<file path="config.mk">
export PLATFORM = sky130hd
export DESIGN_NAME = sim_fetch_seq
export DESIGN_NICKNAME = d
export VERILOG_FILES = /design/src/rtl/sim_fetch_seq.sv
export SDC_FILE = /design/constraint.sdc
export NUM_CORES = 1
export LEC_CHECK = 0
export BUFFER_PORTS_ARGS = -buffer_cell sky130_fd_sc_hd__buf_2
export CAP_MARGIN = 20
export CORE_UTILIZATION = 25
export CTS_CLUSTER_SIZE = 10
export DETAILED_ROUTE_END_ITERATION = 8
export REMOVE_ABC_BUFFERS = 1
export SLEW_MARGIN = 30
export SYNTH_ARGS = -nofsm -noshare
export SYNTH_HDL_FRONTEND = slang
export SYNTH_SLANG_ARGS = --single-unit
</file>
<file path="constraint.sdc">
create_clock -name clk -period 5.3 [get_ports clk]
set_input_delay 0.265 -clock clk [delete_from_list [all_inputs] [get_ports clk]]
set_output_delay 0.265 -clock clk [all_outputs]
set_load 0.01 [all_outputs]
</file>
<file path="src/rtl/sim_fetch_seq.sv">
// sim_fetch_seq -- fetch-side PC sequencer placed directly upstream of sim_intf.
//
// The sequencer offers pc_try to sim_intf, which answers in the same cycle.
// Hits are queued in a small instruction FIFO for the consumer. A miss
// redirects the sequencer to the PC the ISS reports. A flush from downstream
// empties the FIFO and redirects to flush_pc.
//
// Ports:
//   clk, rst        clock; asynchronous active-high reset
//   pc_try          PC offered to sim_intf (straight from pc_q)
//   pc_factual      ISS PC for this cycle
//   insn, miss      sim_intf answer for pc_try (insn valid when !miss)
//   flush, flush_pc downstream redirect request and its target
//   out_valid/out_ready/out_pc/out_insn   FIFO head, valid/ready handshake
//   fetch_cnt, miss_cnt                    saturating statistics counters
//   fsm_state       current FSM state (INIT=0, RUN=1, FULL=2) for observation
//
// Handshake: a head entry moves on an edge where out_valid && out_ready are
// both high; out_valid never depends on out_ready, and out_pc/out_insn are
// stable while out_valid is high and out_ready is low.

module sim_fetch_seq #(
   parameter logic [63:0] START_PC = 64'h8000_0000,
   parameter int          DEPTH    = 4,
   parameter int          CNT_W    = 32
) (
   input  logic             clk,
   input  logic             rst,
   output logic [63:0]      pc_try,
   input  logic [63:0]      pc_factual,
   input  logic [31:0]      insn,
   input  logic             miss,
   input  logic             flush,
   input  logic [63:0]      flush_pc,
   output logic             out_valid,
   input  logic             out_ready,
   output logic [63:0]      out_pc,
   output logic [31:0]      out_insn,
   output logic [CNT_W-1:0] fetch_cnt,
   output logic [CNT_W-1:0] miss_cnt,
   output logic [1:0]       fsm_state
);

   localparam int AW = $clog2(DEPTH);
   localparam int PW = AW + 1;
   localparam logic [PW-1:0] DEPTH_P = PW'(DEPTH);

   typedef enum logic [1:0] {
      INIT = 2'd0,
      RUN  = 2'd1,
      FULL = 2'd2
   } state_t;

   state_t            state_q, state_d;
   logic [63:0]       pc_q, pc_d;
   logic [PW-1:0]     wptr_q, rptr_q;
   logic [PW-1:0]     count, count_next;
   logic [63:0]       pc_mem   [DEPTH];
   logic [31:0]       insn_mem [DEPTH];
   logic              full;
   logic              push, pop, fifo_clr;
   logic              fetch_inc, miss_inc;
   logic [63:0]       seq_pc;
   logic [CNT_W-1:0]  fetch_cnt_q, miss_cnt_q;

   // Pointers carry one extra bit so full and empty are distinguishable.
   assign count     = wptr_q - rptr_q;
   assign full      = (count == DEPTH_P);
   assign out_valid = (count != '0);

   // Flush is honoured in RUN and FULL; INIT is a dead cycle.
   assign fifo_clr = flush && (state_q != INIT);
   // Push is gated on full-at-start-of-cycle only; a same-cycle pop does not help.
   assign push     = (state_q == RUN) && !flush && !miss && !full;
   assign pop      = out_valid && out_ready && !flush;

   assign count_next = fifo_clr ? '0
                                : count + PW'(push) - PW'(pop);

   // 32-bit instructions have low bits 2'b11; anything else is compressed.
   assign seq_pc = (insn[1:0] == 2'b11) ? pc_q + 64'd4 : pc_q + 64'd2;

   always_comb begin
      state_d   = state_q;
      pc_d      = pc_q;
      fetch_inc = 1'b0;
      miss_inc  = 1'b0;
      case (state_q)
         INIT: state_d = RUN;
         RUN: begin
            if (flush) begin
               pc_d = flush_pc;
            end else if (miss) begin
               pc_d      = pc_factual;
               fetch_inc = 1'b1;
               miss_inc  = 1'b1;
            end else if (!full) begin
               pc_d      = seq_pc;
               fetch_inc = 1'b1;
            end
            if (!flush && count_next == DEPTH_P) state_d = FULL;
         end
         FULL: begin
            if (flush) begin
               pc_d    = flush_pc;
               state_d = RUN;
            end else if (count_next < DEPTH_P) begin
               state_d = RUN;
            end
         end
         default: state_d = INIT;
      endcase
   end

   always_ff @(posedge clk or posedge rst) begin
      if (rst) begin
         state_q     <= INIT;
         pc_q        <= START_PC;
         wptr_q      <= '0;
         rptr_q      <= '0;
         fetch_cnt_q <= '0;
         miss_cnt_q  <= '0;
      end else begin
         state_q <= state_d;
         pc_q    <= pc_d;
         if (fifo_clr) begin
            wptr_q <= '0;
            rptr_q <= '0;
         end else begin
            if (push) wptr_q <= wptr_q + 1'b1;
            if (pop)  rptr_q <= rptr_q + 1'b1;
         end
         // Counters stick at all-ones instead of wrapping.
         if (fetch_inc && !(&fetch_cnt_q)) fetch_cnt_q <= fetch_cnt_q + 1'b1;
         if (miss_inc  && !(&miss_cnt_q))  miss_cnt_q  <= miss_cnt_q + 1'b1;
      end
   end

   // Storage needs no reset: out_valid masks stale entries.
   always_ff @(posedge clk) begin
      if (push) begin
         pc_mem[wptr_q[AW-1:0]]   <= pc_q;
         insn_mem[wptr_q[AW-1:0]] <= insn;
      end
   end

   // A hit in RUN with the FIFO already full must never happen: FULL is
   // entered on the edge that fills the last slot.
   always @(posedge clk) begin
      if (!rst && state_q == RUN && !flush && !miss) assert (!full);
   end

   assign pc_try    = pc_q;
   assign out_pc    = out_valid ? pc_mem[rptr_q[AW-1:0]]   : 64'd0;
   assign out_insn  = out_valid ? insn_mem[rptr_q[AW-1:0]] : 32'd0;
   assign fetch_cnt = fetch_cnt_q;
   assign miss_cnt  = miss_cnt_q;
   assign fsm_state = state_q;

endmodule

</file>
# [Word-level counts from Yosys, hierarchy flattened]
# Memory sizes are Yosys's and may differ from the RTL's.
# Cells that the tools add are included.
[totals] ff_bits=136 ram_bits=384 in_bits=165 out_inout_bits=227 wordCells=77 mem_count=2
[op_classes] n_addsub=9 order_cmp=1 eq_ne=9 mux=26 n_reduce_logical=24
[mem_list] memory="pc_mem" words=4 word_bits=64 read_ports=1 rd_clocked_by_memory_dff=0 wr=1 line_no="58" rtl="logic [63:0] pc_mem [DEPTH];"
[mem_list] memory="insn_mem" words=4 word_bits=32 read_ports=1 rd_clocked_by_memory_dff=0 wr=1 line_no="59" rtl="logic [31:0] insn_mem [DEPTH];"
[ops] operator="64-bit two-way mux" n=6
[ops] operator="64-bit case mux with 2 select lines" n=1
[ops] operator="32-bit by 1-bit adder with 32-bit output (second input constant)" n=2
[ops] operator="64-bit by 2-bit adder with 64-bit output (second input constant)" n=1
[ops] operator="64-bit by 3-bit adder with 64-bit output (second input constant)" n=1
[ops] operator="32-bit AND reduction" n=2
[ops] operator="32-bit two-way mux" n=1
[ops] operator="3-bit two-way mux" n=5
[ops] operator="1-bit logical AND" n=9
[ops] operator="1-bit two-way mux" n=9
[ops] operator="2-bit nonzero test" n=4
[ops] operator="3-bit by 1-bit adder with 3-bit output (second input constant)" n=2
[ops] operator="3-bit == test (second input constant)" n=2
[ops] operator="2-bit two-way mux" n=3
[ops] operator="2-bit case mux with 3 select lines" n=1
[ops] operator="1-bit logical NOT" n=5
[ops] operator="2-bit == test (second input constant)" n=2
[ops] operator="4-bit != test (second input constant)" n=1
[ops] operator="3-bit by 1-bit adder with 3-bit output" n=1
[ops] operator="3-bit less-than comparator (second input constant)" n=1
[ops] operator="3-bit != test (second input constant)" n=1
[ops] operator="3-bit AND reduction" n=1
[ops] operator="3-bit nonzero test" n=1
[ops] operator="3-bit by 1-bit subtractor with 3-bit output" n=1
[ops] operator="other kinds (6)" n=6

# [Longest topological paths before layout]
[depth] word_depth=11 mapped_depth=19 ltp_nobuf=18

# [Least setup slack after synthesis]
# OpenSTA, ideal clock, no wires.
[synth_timing] kind="reg2reg" start="register wptr_q[0]" end="memory insn_mem[3][0], enable pin" setup_time_ns=0.467 t_arrival_ns=4.296 required_ns=4.833 setup_slack_ns=0.537 path_stages_with_launch=7 n_path_buf=0 synth_period_minus_slack_ns=4.763 path_cell_list="dfrtp_1 -> inv_1 -> ha_1 -> fa_1 -> xor3_2 -> a311oi_1 -> and2_1"
[synth_via] elab_chain_cells=6
[synth_rtl] item="from (decl)" line_no="56" rtl="logic [PW-1:0] wptr_q, rptr_q;"
[synth_rtl] item="from (signal assigned)" line_no="130" rtl="if (push) wptr_q <= wptr_q + 1'b1;"
[synth_rtl] item="3-bit subtractor" line_no="67" rtl="assign count = wptr_q - rptr_q;"
[synth_rtl] item="3-bit == test" line_no="68" rtl="assign full = (count == DEPTH_P);"
[synth_rtl] item="1-bit logical NOT"
[synth_rtl] item="1-bit logical AND" line_no="74" rtl="assign push = (state_q == RUN) && !flush && !miss && !full;"
[synth_rtl] item="1-bit two-way mux" line_no="141" rtl="if (push) begin"
[synth_rtl] item="1-bit two-way mux (not written as such)" line_no="143" rtl="insn_mem[wptr_q[AW-1:0]] <= insn;"
[synth_rtl] item="to (decl)" line_no="59"
# Parallel ways exist; a longest one is shown, timed or not.

# [Worst setup path after layout]
[layout_timing] start="register state_q[0] (netlist: fsm_state[0])" end="register pc_q[49] (netlist: pc_try[49])"
[layout_via] elab_chain_cells=3 word_cells_on_any_way=7 cone_classes="4 x eq/ne; 1 x mux; 2 x reduce/logical"
[layout_rtl] item="from (decl)" line_no="54" rtl="state_t state_q, state_d;"
[layout_rtl] item="from (signal assigned)" line_no="124" rtl="state_q <= state_d;"
[layout_rtl] item="2-bit by 1-bit == test with 1-bit output or 2-bit == test (tied branches)" line_no="88" rtl="case (state_q)"
[layout_rtl] item="4-bit != test (no source line), or another cell as far along"
[layout_rtl] item="3-bit AND reduction (no source line)"
[layout_rtl] item="to (signal assigned)" line_no="125" rtl="pc_q <= pc_d;"
[layout_rtl] item="to (decl)" line_no="55" rtl="logic [63:0] pc_q, pc_d;"
# Parallel ways exist; a longest one is shown, timed or not.
# A chain may end at the register's enable or synchronous reset.

==> out/qor.yml <==
status: "completed"
area_growth_pct: 29.8
ys_top_cells_by_area: "edfxtp_1, dfrtp_1, mux4_2, and2_1, xnor2_1"
cp_max_fo: 71
wl_met1_um: 33000
postLayoutCoreUtil_pct: 32.8
gp_congestion: 0.825
relSlewSlack_pct: 33.2
rsz0062_at_grt: "false"
num_rows: 111
cts_tree: "yes"
track_usage_pct: 16.7
ir_worst_vdd_mv: 0.498
finalSetupViolCount: 0
fp.dieArea_um2: 94200
multi_input_area_um2: 7950
hold_ws_ns: 0.0327
fin_area_um2: 30200
finalCritPeriodShare_pct: 80.7
hp-class: "input port to flip-flop"
synth_area_um2: 23200
synth.distinct_cells: 88
fillCellCount: 9171
drt_iter0_markers: 1366
p_leak_nw: 11.2
wl_met2_um: 36400
drv_cap: 0
dpl.hpwl_um: 53800
cts_buffer_depth: 3
antenna_found_initial: 39
critical_path_class: "flip-flop to flip-flop"
avgSynthCellArea_um2: 14.6
worstPathArrival_ns: 4.80
ys_ff_latch: 520
drv_slew: 0
grt_pass1_vias: 16600
routed_via_density: 4.82
root_buffer: "clkbuf_16"
ant_nets: 0
clk_pin_slew_ns: 0.05
seq_area_frac_synth_pct: 64.3
grt_first_pass_wirelength_um: 114000
ios: 392
drcViolationCount: 0
max_freq_mhz: 234
drtPass1Iterations: 5
core_um2: 91900
post-synth-top-count-cell: "edfxtp_1"
post-route-min-period_ns: 4.28
dp_cells: 3182
ctsHtreeMaxLevel: 3
cts_buffers: 68
start_kind: "flip-flop"
async_flop_share_pct: 26.2
power_density_nw_per_um2: 515
drt-total-wl_um: 79800
required_ns: 5.82
finalHoldViolCount: 0
yosys-top-cells-count: "edfxtp_1, dfrtp_1, and2_1, mux4_2, nand2_1"
vias: 16500
ys_warn_count: 0
placed_area_um2: 26900
wl_per_cell_um: 23.3
nets: 2306
dr_wl_met3_um: 8620
synth_edf_count: 384
netlist.area_leader.share_pct: 49.6
yosys_most_used_dff: "edfxtp_1"
die_h_um: 307
tightest_slew_ns: 0.994
critPathCaptureType: "flip-flop"
overflow: 0
yosysTopAreaCell: "edfxtp_1"
grt_max_degree: 100
maxUsedRoutingLayer: "met5"
final_cells: 3426
cts_sinks: 520
initial_core_util_pct: 25.3
seqCellArea_um2: 14900
chipWidth_um: 307
drive_above_1_share_pct: 30.4
io_buffer_count: 391
fin_skew_ns: 0.0341
clock_latency_ns: 0.64
syn_inst: 1593
-- repair_timing --
action | 4_1_cts | 5_1_grt
hold buffers | 110 | 0
gates resized for setup | 0 | 0
setup buffers | 0 | 0
endpoints found under the hold margin | 258 | 0
-- critical path, cell delays in order (launching register included) --
cell and delay, ns:
dfrtp_1 0.44, inv_1 0.11, ha_1 0.69, or2_2 0.23, buf_4 0.37, nand2_1 0.18, a21boi_4 0.19, buf_4 0.40
a221oi_1 0.32, dlygate4sd3_1 0.59, a21oi_1 0.05, dlygate4sd3_1 0.55
-- where the power goes --
group          internal, mW  total [mW]  switching [mW]
clock                  2.60        4.41            1.81
sequential             5.10        5.90           0.807
combinational          2.26        5.22            2.96
-- worst paths after layout --
check | startpoint | endpoint | slack [ns] | cells after the start
min reg2reg | fetch_cnt[6] | fetch_cnt[6] | 0.48 | 1
max reg2reg | fsm_state[0] | pc_try[49] | 1.02 | 11
max | fsm_state[0] | pc_try[49] | 1.02 | 11
max in group asynchronous | rst | rptr_q[0] | 3.72 | 4
min | flush_pc[15] | pc_try[15] | 0.03 | 4
min in group asynchronous | rst | fetch_cnt[1] | 0.35 | 3
-- cell type report --
| cell class | count | area share [%] |
|---|---|---|
| flip-flops and latches | 520 | 49.5 |
| multi-input cells | 972 | 26.3 |
| repair buffers | 537 | 11.6 |
| clock buffers | 97 | 6.14 |
| well taps | 1243 | 5.16 |
| clock inverters | 22 | 0.867 |
| inverters | 23 | 0.303 |
| diodes | 12 | 0.0995 |
-- metal layers --
layer	vias to the layer above	GRT usage (%)
li1	7278	-
met1	8321	22.2
met2	733	25.8
met3	128	5.84
met4	42	4.44
met5	-	0
-- cell families after synthesis --
group	after synthesis	share of synthesized area, %
flip-flops	520	64.3
AND/OR/NAND/NOR	492	11.9
multiplexers	110	9.92
AO/OA/AOI/OAI	253	7.32
adder cells (fa/ha/maj)	19	1.09
XOR/XNOR	98	3.80
buffers and inverters	101	1.72
-- registers in the layout, indices dropped and copies added, names as in the netlist --
register	flops
rptr_q	3
pc_try	64
fetch_cnt	32
fsm_state	2
insn_mem	128
wptr_q	3
pc_mem	256
miss_cnt	32
-- placed cells by master, fill, tap and decap left out, types with 23 or more instances in the layout --
cell type	n
a21oi_1	58
and2_1	104
and3_1	33
buf_2	391
buf_4	23
clkbuf_1	26
clkbuf_16	69
dfrtp_1	133
dlygate4sd3_1	110
edfxtp_1	384
mux4_2	96
nand2_1	95
nand3_1	64
nand4_1	38
nor2_1	53
nor3_1	24
o21ai_0	77
xnor2_1	63
xor2_1	33
-- through the flow --
stage                     worst slack [ns]  TNS (ns)  total power, mW
after global placement                1.07         0             11.0
after global routing                 0.763         0             16.4
after detailed placement              1.12         0             11.1
final                                 1.02         0             15.5
after floorplan                      -2.99  -1379.09             8.66
after CTS                             1.08         0             15.8
Note: power is estimated with default switching activity, not from simulation.
